==> src/rtl/lsu_pkg.sv <==
// lsu_pkg: shared constants and types for the memory-stage load/store unit.
// Opcodes, funct3 access encodings, the LSU state enum and an alignment helper
// used when LSU_MISALIGN_CHECK_EN is defined.
package lsu_pkg;

  // Major opcodes recognised by the memory stage
  localparam logic [6:0] OPC_LOAD  = 7'b0000011;
  localparam logic [6:0] OPC_STORE = 7'b0100011;

  // funct3 access encodings
  localparam logic [2:0] F3_B  = 3'b000;
  localparam logic [2:0] F3_H  = 3'b001;
  localparam logic [2:0] F3_W  = 3'b010;
  localparam logic [2:0] F3_BU = 3'b100;
  localparam logic [2:0] F3_HU = 3'b101;

  // Access size field (funct3[1:0]) values
  localparam logic [1:0] SZ_HALF = 2'b01;
  localparam logic [1:0] SZ_WORD = 2'b10;

  typedef enum logic [0:0] {
    IDLE = 1'b0,
    BUSY = 1'b1
  } lsu_state_e;

  // True when an access of the given size cannot be served from one aligned word lane group
  function automatic logic is_misaligned(input logic [1:0] size, input logic [1:0] offset);
    logic mis;
    mis = 1'b0;
    case (size)
      SZ_HALF: mis = offset[0];
      SZ_WORD: mis = (offset != 2'b00);
      default: mis = 1'b0;
    endcase
    return mis;
  endfunction

endpackage

==> src/rtl/load_align.sv <==
// load_align: picks the addressed byte/halfword/word out of a read word and
// sign- or zero-extends it. Lanes shifted in from above byte 3 read as zero.
module load_align
  import lsu_pkg::*;
(
  input  logic [31:0] rdata,
  input  logic [1:0]  offset,
  input  logic [2:0]  funct3,
  output logic [31:0] result
);

  logic [31:0] shifted;

  // Shift the addressed lane down to bit 0, then extend according to access type
  always_comb begin
    shifted = rdata >> {offset, 3'b000};
    result  = shifted;
    case (funct3)
      F3_B:    result = {{24{shifted[7]}}, shifted[7:0]};
      F3_H:    result = {{16{shifted[15]}}, shifted[15:0]};
      F3_W:    result = shifted;
      F3_BU:   result = {24'h000000, shifted[7:0]};
      F3_HU:   result = {16'h0000, shifted[15:0]};
      default: result = shifted;
    endcase
  end

endmodule

==> src/rtl/mem_stage_lsu.sv <==
// mem_stage_lsu: memory stage of an in-order pipeline. Non-memory ops pass
// through with one cycle latency; loads/stores stall upstream while a single
// bus request is outstanding, with a wait-cycle timeout that raises bus_err.
// Optional feature macro: LSU_MISALIGN_CHECK_EN -- when defined, misaligned
// halfword/word accesses are rejected with a one-cycle misalign pulse instead
// of being issued to the bus.
module mem_stage_lsu
  import lsu_pkg::*;
#(
  parameter int TIMEOUT_CYCLES = 16
) (
  input  logic        clk,
  input  logic        rst_n,
  input  logic [6:0]  in_opcode,
  input  logic [2:0]  in_funct3,
  input  logic [31:0] in_addr,
  input  logic [3:0]  in_wbyte,
  input  logic [31:0] in_wdata,
  input  logic        in_rwv,
  input  logic [4:0]  in_rd,
  input  logic [31:0] in_rdata,
  output logic        mem_req,
  output logic        mem_we,
  output logic [31:0] mem_addr,
  output logic [3:0]  mem_wstrb,
  output logic [31:0] mem_wdata,
  input  logic        mem_ack,
  input  logic [31:0] mem_rdata,
  output logic        stall,
  output logic        wb_valid,
  output logic [4:0]  wb_rd,
  output logic [31:0] wb_data,
  output logic        bus_err,
  output logic        misalign
);

  localparam int CNT_RAW = $clog2(TIMEOUT_CYCLES + 1);
  localparam int CNT_W   = (CNT_RAW < 4) ? 4 : CNT_RAW;
  // Last BUSY cycle index before the request is abandoned
  localparam logic [CNT_W-1:0] CNT_LAST = CNT_W'(TIMEOUT_CYCLES - 1);

  lsu_state_e       state_q, state_d;
  logic [CNT_W-1:0] cnt_q, cnt_d;

  logic             mem_req_q, mem_req_d;
  logic             mem_we_q, mem_we_d;
  logic [31:0]      mem_addr_q, mem_addr_d;
  logic [3:0]       mem_wstrb_q, mem_wstrb_d;
  logic [31:0]      mem_wdata_q, mem_wdata_d;

  logic             wb_valid_q, wb_valid_d;
  logic [4:0]       wb_rd_q, wb_rd_d;
  logic [31:0]      wb_data_q, wb_data_d;
  logic             bus_err_q, bus_err_d;

  // Load context captured at issue so the held inputs need not be consulted in BUSY
  logic             op_rwv_q, op_rwv_d;
  logic [4:0]       op_rd_q, op_rd_d;
  logic [2:0]       op_funct3_q, op_funct3_d;
  logic [1:0]       op_offset_q, op_offset_d;

  logic             is_load, is_store, is_mem;
  logic             misaligned_c;
  logic             issue_c;
  logic             stall_c;
  logic [31:0]      load_result;

  assign is_load  = (in_opcode == OPC_LOAD);
  assign is_store = (in_opcode == OPC_STORE);
  assign is_mem   = is_load | is_store;

`ifdef LSU_MISALIGN_CHECK_EN
  logic misalign_q, misalign_d;

  assign misaligned_c = is_misaligned(in_funct3[1:0], in_addr[1:0]);

  // Rejected misaligned accesses produce a single-cycle pulse from IDLE
  always_comb begin
    misalign_d = (state_q == IDLE) && is_mem && misaligned_c;
  end

  // Misalign pulse register
  always_ff @(posedge clk or negedge rst_n) begin
    if (!rst_n) begin
      misalign_q <= 1'b0;
    end else begin
      misalign_q <= misalign_d;
    end
  end

  assign misalign = misalign_q;
`else
  assign misaligned_c = 1'b0;
  assign misalign     = 1'b0;
`endif

  assign issue_c = is_mem & ~misaligned_c;

  load_align u_load_align (
    .rdata  (mem_rdata),
    .offset (op_offset_q),
    .funct3 (op_funct3_q),
    .result (load_result)
  );

  // Next-state, bus request and writeback decisions
  always_comb begin
    state_d     = state_q;
    cnt_d       = cnt_q;
    mem_req_d   = mem_req_q;
    mem_we_d    = mem_we_q;
    mem_addr_d  = mem_addr_q;
    mem_wstrb_d = mem_wstrb_q;
    mem_wdata_d = mem_wdata_q;
    wb_valid_d  = 1'b0;
    wb_rd_d     = wb_rd_q;
    wb_data_d   = wb_data_q;
    bus_err_d   = 1'b0;
    op_rwv_d    = op_rwv_q;
    op_rd_d     = op_rd_q;
    op_funct3_d = op_funct3_q;
    op_offset_d = op_offset_q;
    stall_c     = 1'b0;

    case (state_q)
      IDLE: begin
        if (issue_c) begin
          stall_c     = 1'b1;
          state_d     = BUSY;
          cnt_d       = '0;
          mem_req_d   = 1'b1;
          mem_we_d    = is_store;
          mem_addr_d  = {in_addr[31:2], 2'b00};
          mem_wstrb_d = is_store ? in_wbyte : 4'h0;
          mem_wdata_d = in_wdata;
          op_rwv_d    = in_rwv & is_load;
          op_rd_d     = in_rd;
          op_funct3_d = in_funct3;
          op_offset_d = in_addr[1:0];
        end else if (!is_mem) begin
          wb_valid_d = in_rwv;
          if (in_rwv) begin
            wb_rd_d   = in_rd;
            wb_data_d = in_rdata;
          end
        end
      end
      BUSY: begin
        if (mem_ack) begin
          state_d   = IDLE;
          mem_req_d = 1'b0;
          if (op_rwv_q) begin
            wb_valid_d = 1'b1;
            wb_rd_d    = op_rd_q;
            wb_data_d  = load_result;
          end
        end else if (cnt_q == CNT_LAST) begin
          // Give up; stall drops now so upstream moves past the failed op
          state_d   = IDLE;
          mem_req_d = 1'b0;
          bus_err_d = 1'b1;
        end else begin
          stall_c = 1'b1;
          cnt_d   = cnt_q + CNT_W'(1);
        end
      end
      default: begin
        state_d   = IDLE;
        mem_req_d = 1'b0;
      end
    endcase
  end

  // State and output registers; asynchronous reset clears everything
  always_ff @(posedge clk or negedge rst_n) begin
    if (!rst_n) begin
      state_q     <= IDLE;
      cnt_q       <= '0;
      mem_req_q   <= 1'b0;
      mem_we_q    <= 1'b0;
      mem_addr_q  <= 32'h0;
      mem_wstrb_q <= 4'h0;
      mem_wdata_q <= 32'h0;
      wb_valid_q  <= 1'b0;
      wb_rd_q     <= 5'd0;
      wb_data_q   <= 32'h0;
      bus_err_q   <= 1'b0;
      op_rwv_q    <= 1'b0;
      op_rd_q     <= 5'd0;
      op_funct3_q <= 3'd0;
      op_offset_q <= 2'd0;
    end else begin
      state_q     <= state_d;
      cnt_q       <= cnt_d;
      mem_req_q   <= mem_req_d;
      mem_we_q    <= mem_we_d;
      mem_addr_q  <= mem_addr_d;
      mem_wstrb_q <= mem_wstrb_d;
      mem_wdata_q <= mem_wdata_d;
      wb_valid_q  <= wb_valid_d;
      wb_rd_q     <= wb_rd_d;
      wb_data_q   <= wb_data_d;
      bus_err_q   <= bus_err_d;
      op_rwv_q    <= op_rwv_d;
      op_rd_q     <= op_rd_d;
      op_funct3_q <= op_funct3_d;
      op_offset_q <= op_offset_d;
    end
  end

  // Stall is forced low while reset is asserted
  assign stall     = rst_n & stall_c;
  assign mem_req   = mem_req_q;
  assign mem_we    = mem_we_q;
  assign mem_addr  = mem_addr_q;
  assign mem_wstrb = mem_wstrb_q;
  assign mem_wdata = mem_wdata_q;
  assign wb_valid  = wb_valid_q;
  assign wb_rd     = wb_rd_q;
  assign wb_data   = wb_data_q;
  assign bus_err   = bus_err_q;

endmodule

==> config.mk <==
export PLATFORM = sky130hd
export DESIGN_NAME = mem_stage_lsu
export DESIGN_NICKNAME = d
export VERILOG_FILES = /design/src/rtl/lsu_pkg.sv /design/src/rtl/load_align.sv /design/src/rtl/mem_stage_lsu.sv
export SDC_FILE = /design/constraint.sdc
export NUM_CORES = 1
export LEC_CHECK = 0
export BUFFER_PORTS_ARGS = -buffer_cell sky130_fd_sc_hd__buf_2
export CAP_MARGIN = 5
export CORE_MARGIN = 2
export CORE_UTILIZATION = 40
export CTS_BUF_LIST = sky130_fd_sc_hd__clkbuf_16
export CTS_CLUSTER_SIZE = 28
export DETAILED_ROUTE_END_ITERATION = 6
export GPL_TIMING_DRIVEN = 0
export HOLD_SLACK_MARGIN = 0.1
export MAX_ROUTING_LAYER = met4
export PLACE_DENSITY = 0.72
export SYNTH_ARGS = -nofsm -noshare
export SYNTH_HDL_FRONTEND = slang
export SYNTH_SLANG_ARGS = --single-unit
==> constraint.sdc <==
create_clock -name clk -period 2 [get_ports clk]
set_input_delay 0.4 -clock clk [delete_from_list [all_inputs] [get_ports clk]]
set_output_delay 0.4 -clock clk [all_outputs]
set_load 0.01 [all_outputs]
---- Word-level counts from Yosys, hierarchy flattened ----
Index checks and enable logic that the tools add are counted.
operators by class
  $add $sub $neg .......................... 1
  bitwise gates (word level) .............. 4
  mux-type cells .......................... 31
  reductions and logical operators ........ 5
  eq/ne operators ......................... 14
  shift-type cells ........................ 1
operators by type and width
  cell                                                                    number
  32-bit two-way mux                                                      4
  32-bit case mux with 4 select lines                                     1
  32-bit case mux with 2 select lines                                     1
  5-bit two-way mux                                                       7
  32-bit by 5-bit >> shifter with 32-bit output                           1
  5-bit case mux with 2 select lines                                      2
  1-bit two-way mux                                                       12
  2-bit != test (second input constant)                                   6
  7-bit by 2-bit equality test with 1-bit output (second input constant)  1
  7-bit by 6-bit equality test with 1-bit output (second input constant)  1
  3-bit equality test (second input constant)                             2
  1-bit case mux with 2 select lines                                      3
  5-bit by 1-bit adder with 5-bit output (second input constant)          1
  5-bit by 4-bit equality test with 1-bit output (second input constant)  1
  4-bit two-way mux                                                       1
  2-bit AND reduction                                                     2
  4-bit AND reduction                                                     1
  3-bit by 1-bit equality test with 1-bit output (second input constant)  1
  3-bit logical NOT                                                       1
  3-bit by 2-bit != test with 1-bit output (second input constant)        1
  3-bit AND reduction                                                     1
  1-bit AND                                                               2
  2-bit by 1-bit != test with 1-bit output (second input constant)        1
  1-bit NOT                                                               1
  1-bit bitwise OR                                                        1
word-level totals
  bits in registers ....................... 124

---- Depth between registers and ports, before layout ----
  depth in word-level cells ............... 5
  mapped depth ............................ 7

---- Modules after synthesis ----
A second synthesis with hierarchy kept.
second synthesis, totals
  cell total of the unflattened synthesis .. 645
  area, all modules ....................... 6914.1 um2
modules (own cells, without submodules)
  module         cells each  area each (um2)  times used
  mem_stage_lsu  538         6219.7           1
  load_align     107         694.4            1

---- Worst setup path before layout ----
OpenSTA, ideal clock, no wires.
  kind .................................... register to output
  start point ............................. register cnt_q[0]
  end point ............................... output stall
  stages on the path, launching flop included .. 8
  arrival time ............................ 1623 ps
  setup slack ............................. -23 ps
  buffers on the path ..................... 1
  cells stage by stage .................... dfrtp_1 ha_1 and3_1 ha_1 or3_1 clkbuf_1 nand2_1 and2_1
on the way
  cells in the longest elaborated chain, start to end .. 5
ends and longest elaborated chain
  item                                            line                  RTL
  start, declared                                 mem_stage_lsu.sv:43   logic [CNT_W-1:0] cnt_q, cnt_d;
  start signal, assigned                          mem_stage_lsu.sv:194  cnt_q <= cnt_d;
  5-bit by 4-bit equality test with 1-bit output  mem_stage_lsu.sv:157  end else if (cnt_q == CNT_LAST) begin
  1-bit two-way mux                               mem_stage_lsu.sv:157
  1-bit two-way mux                               mem_stage_lsu.sv:149  if (mem_ack) begin
  1-bit case mux with 2 select lines              mem_stage_lsu.sv:125  case (state_q)
  named net stall_c                               mem_stage_lsu.sv:65   logic stall_c;
  1-bit AND                                       mem_stage_lsu.sv:212  assign stall = rst_n & stall_c;
  end, declared                                   mem_stage_lsu.sv:29   output logic stall,
The timed path passes the listed nets, and every way through them passes these cells.

---- Worst setup path in the final report ----
  start point ............................. register cnt_q[1]
  end point ............................... output stall
Same word-level chain as after synthesis.

==> flow_summary.ini <==
[sta]
slew_viol_final = 0
period_minus_slack_ns = 2.34
setup_ws_ns = -0.336
relSlewSlack = 0.490
setup_viol = 1
fin_worst_skew_ns = 0.00942
whs_ns = -0.0913
worst_slew_pin_slew_ns = 0.765
hold_violations = 41
rsz0062_at_grt = yes
period_share = 1.17
fmax_mhz = 428

[route]
routedWlPerCell_um = 16.9
highest_layer = met4
met2_length_mm = 7.88
routed_wl_mm = 16.3
routed_via_density = 5.11
met1_length_mm = 6.72
drc = 0
via_count = 4910
drtPass1Iterations = 4
met3_length_mm = 1.18
drt_iter0_drc = 167
postRouteAntennaNets = 0

[floorplanning]
coreArea_um2 = 14400
die_height_um = 124
io_pins = 262
start_util = 0.404
die-area_um2 = 15500
die_x_um = 124
rows = 44

[worst_setup_path]
cp-start-kind = flop
crit_type = flop to primary output
worstPathRequired_ns = 1.60
crit_fanout = 2
arrival_ns = 1.94
worstSetupEndpointType = primary output

[global_routing]
track_usage = 0.216
overflow = 0
grt_pass1_wl_mm = 25.7
antenna_found_initial = 0
grt_pass1_vias = 5015
grt_max_degree = 85

[layout]
syn2layout_area_growth_pct = 40.3
layout-drive-gt1-share = 0.462
nFillCells = 1269
finalNonFillerCells = 961
diodes = 0
nNetsFinal = 917
final_util = 0.567

[run_status]
status = complete, but fails checks
violations = hold timing, setup timing

[logic_synthesis]
synth_most_common_cell = dfrtp_1
synth_edf_count = 0
synth_top_area_cell = dfrtp_1
ys_async_sr_fraction = 1.00
synth_area_per_cell_um2 = 12.1
ys_ff_latch = 124
seq_area_frac_synth = 0.535
synth_area_leaders = dfrtp_1 (53%), mux2_1 (15%), mux2i_1 (6.2%)
syn_inst = 479
yosysWarnings = 0
ys_top_cells_by_count = dfrtp_1 (124), mux2_1 (76), nor2_1 (59), mux2i_1 (36)
yosys_most_used_dff = dfrtp_1
yosysUniqueCellTypes = 46
netlist_area_um2 = 5800
synth_top_area_frac = 0.535

[clock_network]
clkTransAtPathRegs_ns = 0.06
cts.path.max_buffers = 2
clk_latency_ns = 0.41
root_buffer = clkbuf_16
cts_sinks = 124
h-tree-depth = 4
cts_tree = yes
cts-buffers-inserted = 17

[pwr]
power_density_nw_per_um2 = 996
leakagePower_uw = 0.00406
ir_worst_vdd_mv = 0.641

[placed_design]
post-place-cells = 924
pre_cts_slack_ns = -0.650
gp_congestion = 0.838
numPortBuffers = 258
dp.final_hpwl_mm = 12.5

[worst_hold_path]
hold_class = input pin to async pin

[run]
cap_violations = 0
-- routing by layer --
metal | vias up | global-route usage
met5 | - | -
met4 | 0 | 0.0826
met3 | 41 | 0.0623
met2 | 218 | 0.345
met1 | 2341 | 0.259
li1 | 2310 | -
-- through the flow --
| stage | setup TNS, ns | total power [uW] | cell area, um^2 |
|---|---|---|---|
| global placement | -157.86 | 4850 | 7340 |
| finish | -0.336 | 8110 | 8140 |
| detailed placement | -15.52 | 4910 | 7370 |
| CTS | -0.350 | 8140 | 8070 |
| global route | -0.424 | 8500 | 8140 |
| floorplan | 0 | 4110 | 5820 |
-- layout by cell type, fill, tap and decap left out, types with 2 or more instances in the layout --
master / netlist / final
buf_2: 15 / 268
dfrtp_1: 124 / 124
mux2_1: 76 / 76
nor2_1: 59 / 59
mux2i_1: 36 / 36
nand2_1: 24 / 22
a211oi_1: 24 / 19
clkbuf_16: 0 / 17
o22ai_1: 16 / 16
a21oi_1: 15 / 15
buf_4: 5 / 13
and3b_1: 8 / 8
nor4_1: 8 / 8
a221oi_2: 8 / 8
o21ai_1: 7 / 7
mux2_2: 5 / 5
a211oi_2: 0 / 5
nand3_1: 4 / 4
clkbuf_1: 9 / 4
inv_6: 0 / 4
nor3_4: 2 / 3
buf_1: 3 / 3
buf_6: 1 / 3
clkbuf_2: 0 / 3
conb_1: 1 / 3
bufinv_16: 0 / 3
clkinvlp_4: 0 / 3
nand2_4: 0 / 2
nand2b_1: 2 / 2
o21bai_2: 1 / 2
xor2_1: 2 / 2
clkinv_2: 0 / 2
clkinv_4: 0 / 2
-- registers in the layout, summed over array words and instances (netlist names) --
register     cells
mem_addr        30
op_offset_q      2
mem_wstrb        4
wb_rd            5
op_funct3_q      3
wb_valid         1
mem_wdata       32
wb_data         32
bus_err          1
op_rwv_q         1
op_rd_q          5
cnt_q            5
state_q          1
mem_we           1
mem_req          1
-- worst max-delay path, stage by stage (launching register included) --
cell     delay, ns
dfrtp_1       0.38
ha_2          0.19
and3_4        0.15
ha_4          0.15
or3_4         0.35
nand2_4       0.07
and2_4        0.14
buf_6         0.10
-- what timing repair did --
action                                  4_1_cts  5_1_grt
pin swaps                                     3        2
endpoints found under the hold margin        41       41
resized for setup                            15       11
gates cloned                                  0        0
endpoints found under the setup margin        9       21
setup buffers                                 4        5
-- path summary, 6_finish.rpt --
kind | slack (ns) | to | start | cells past startpoint
worst min-delay path | -0.09 | mem_addr[5] | rst_n | 1
worst max-delay path | -0.34 | stall | cnt_q[1] | 7
worst max register to register | 0.08 | wb_data[14] | op_offset_q[0] | 5
min in group clk | 0.20 | mem_addr[18] | in_addr[18] | 2
max in group asynchronous | 1.35 | wb_data[28] | rst_n | 2
worst min register to register | 0.48 | mem_wdata[3] | mem_wdata[3] | 1
-- kinds of logic after synthesis --
family,share of synthesized area
other cells,0.000646
mux,0.223
buf+inv,0.0304
simple gates,0.106
flops,0.535
compound gates,0.0961
fa+ha+maj,0.00431
xor+xnor,0.00453
-- where the power goes --
part	switching (uW)	internal, uW	total (uW)
registers	224	2920	3150
clock network	1200	1980	3180
logic	943	836	1780
total	2370	5740	8110
-- layout make-up --
| type | instances | area, um^2 | share of cell area |
|---|---|---|---|
| Sequential cell | 124 | 3100 | 0.381 |
| Timing Repair Buffer | 268 | 1410 | 0.173 |
| Tap cell | 184 | 230 | 0.0283 |
| Multi-Input combinational cell | 322 | 2620 | 0.322 |
| Clock buffer | 17 | 425 | 0.0522 |
| Clock inverter | 15 | 186 | 0.0229 |
| Buffer | 29 | 158 | 0.0194 |
| Inverter | 2 | 7.51 | 0.000922 |
Power figures use the tool's default switching activity.
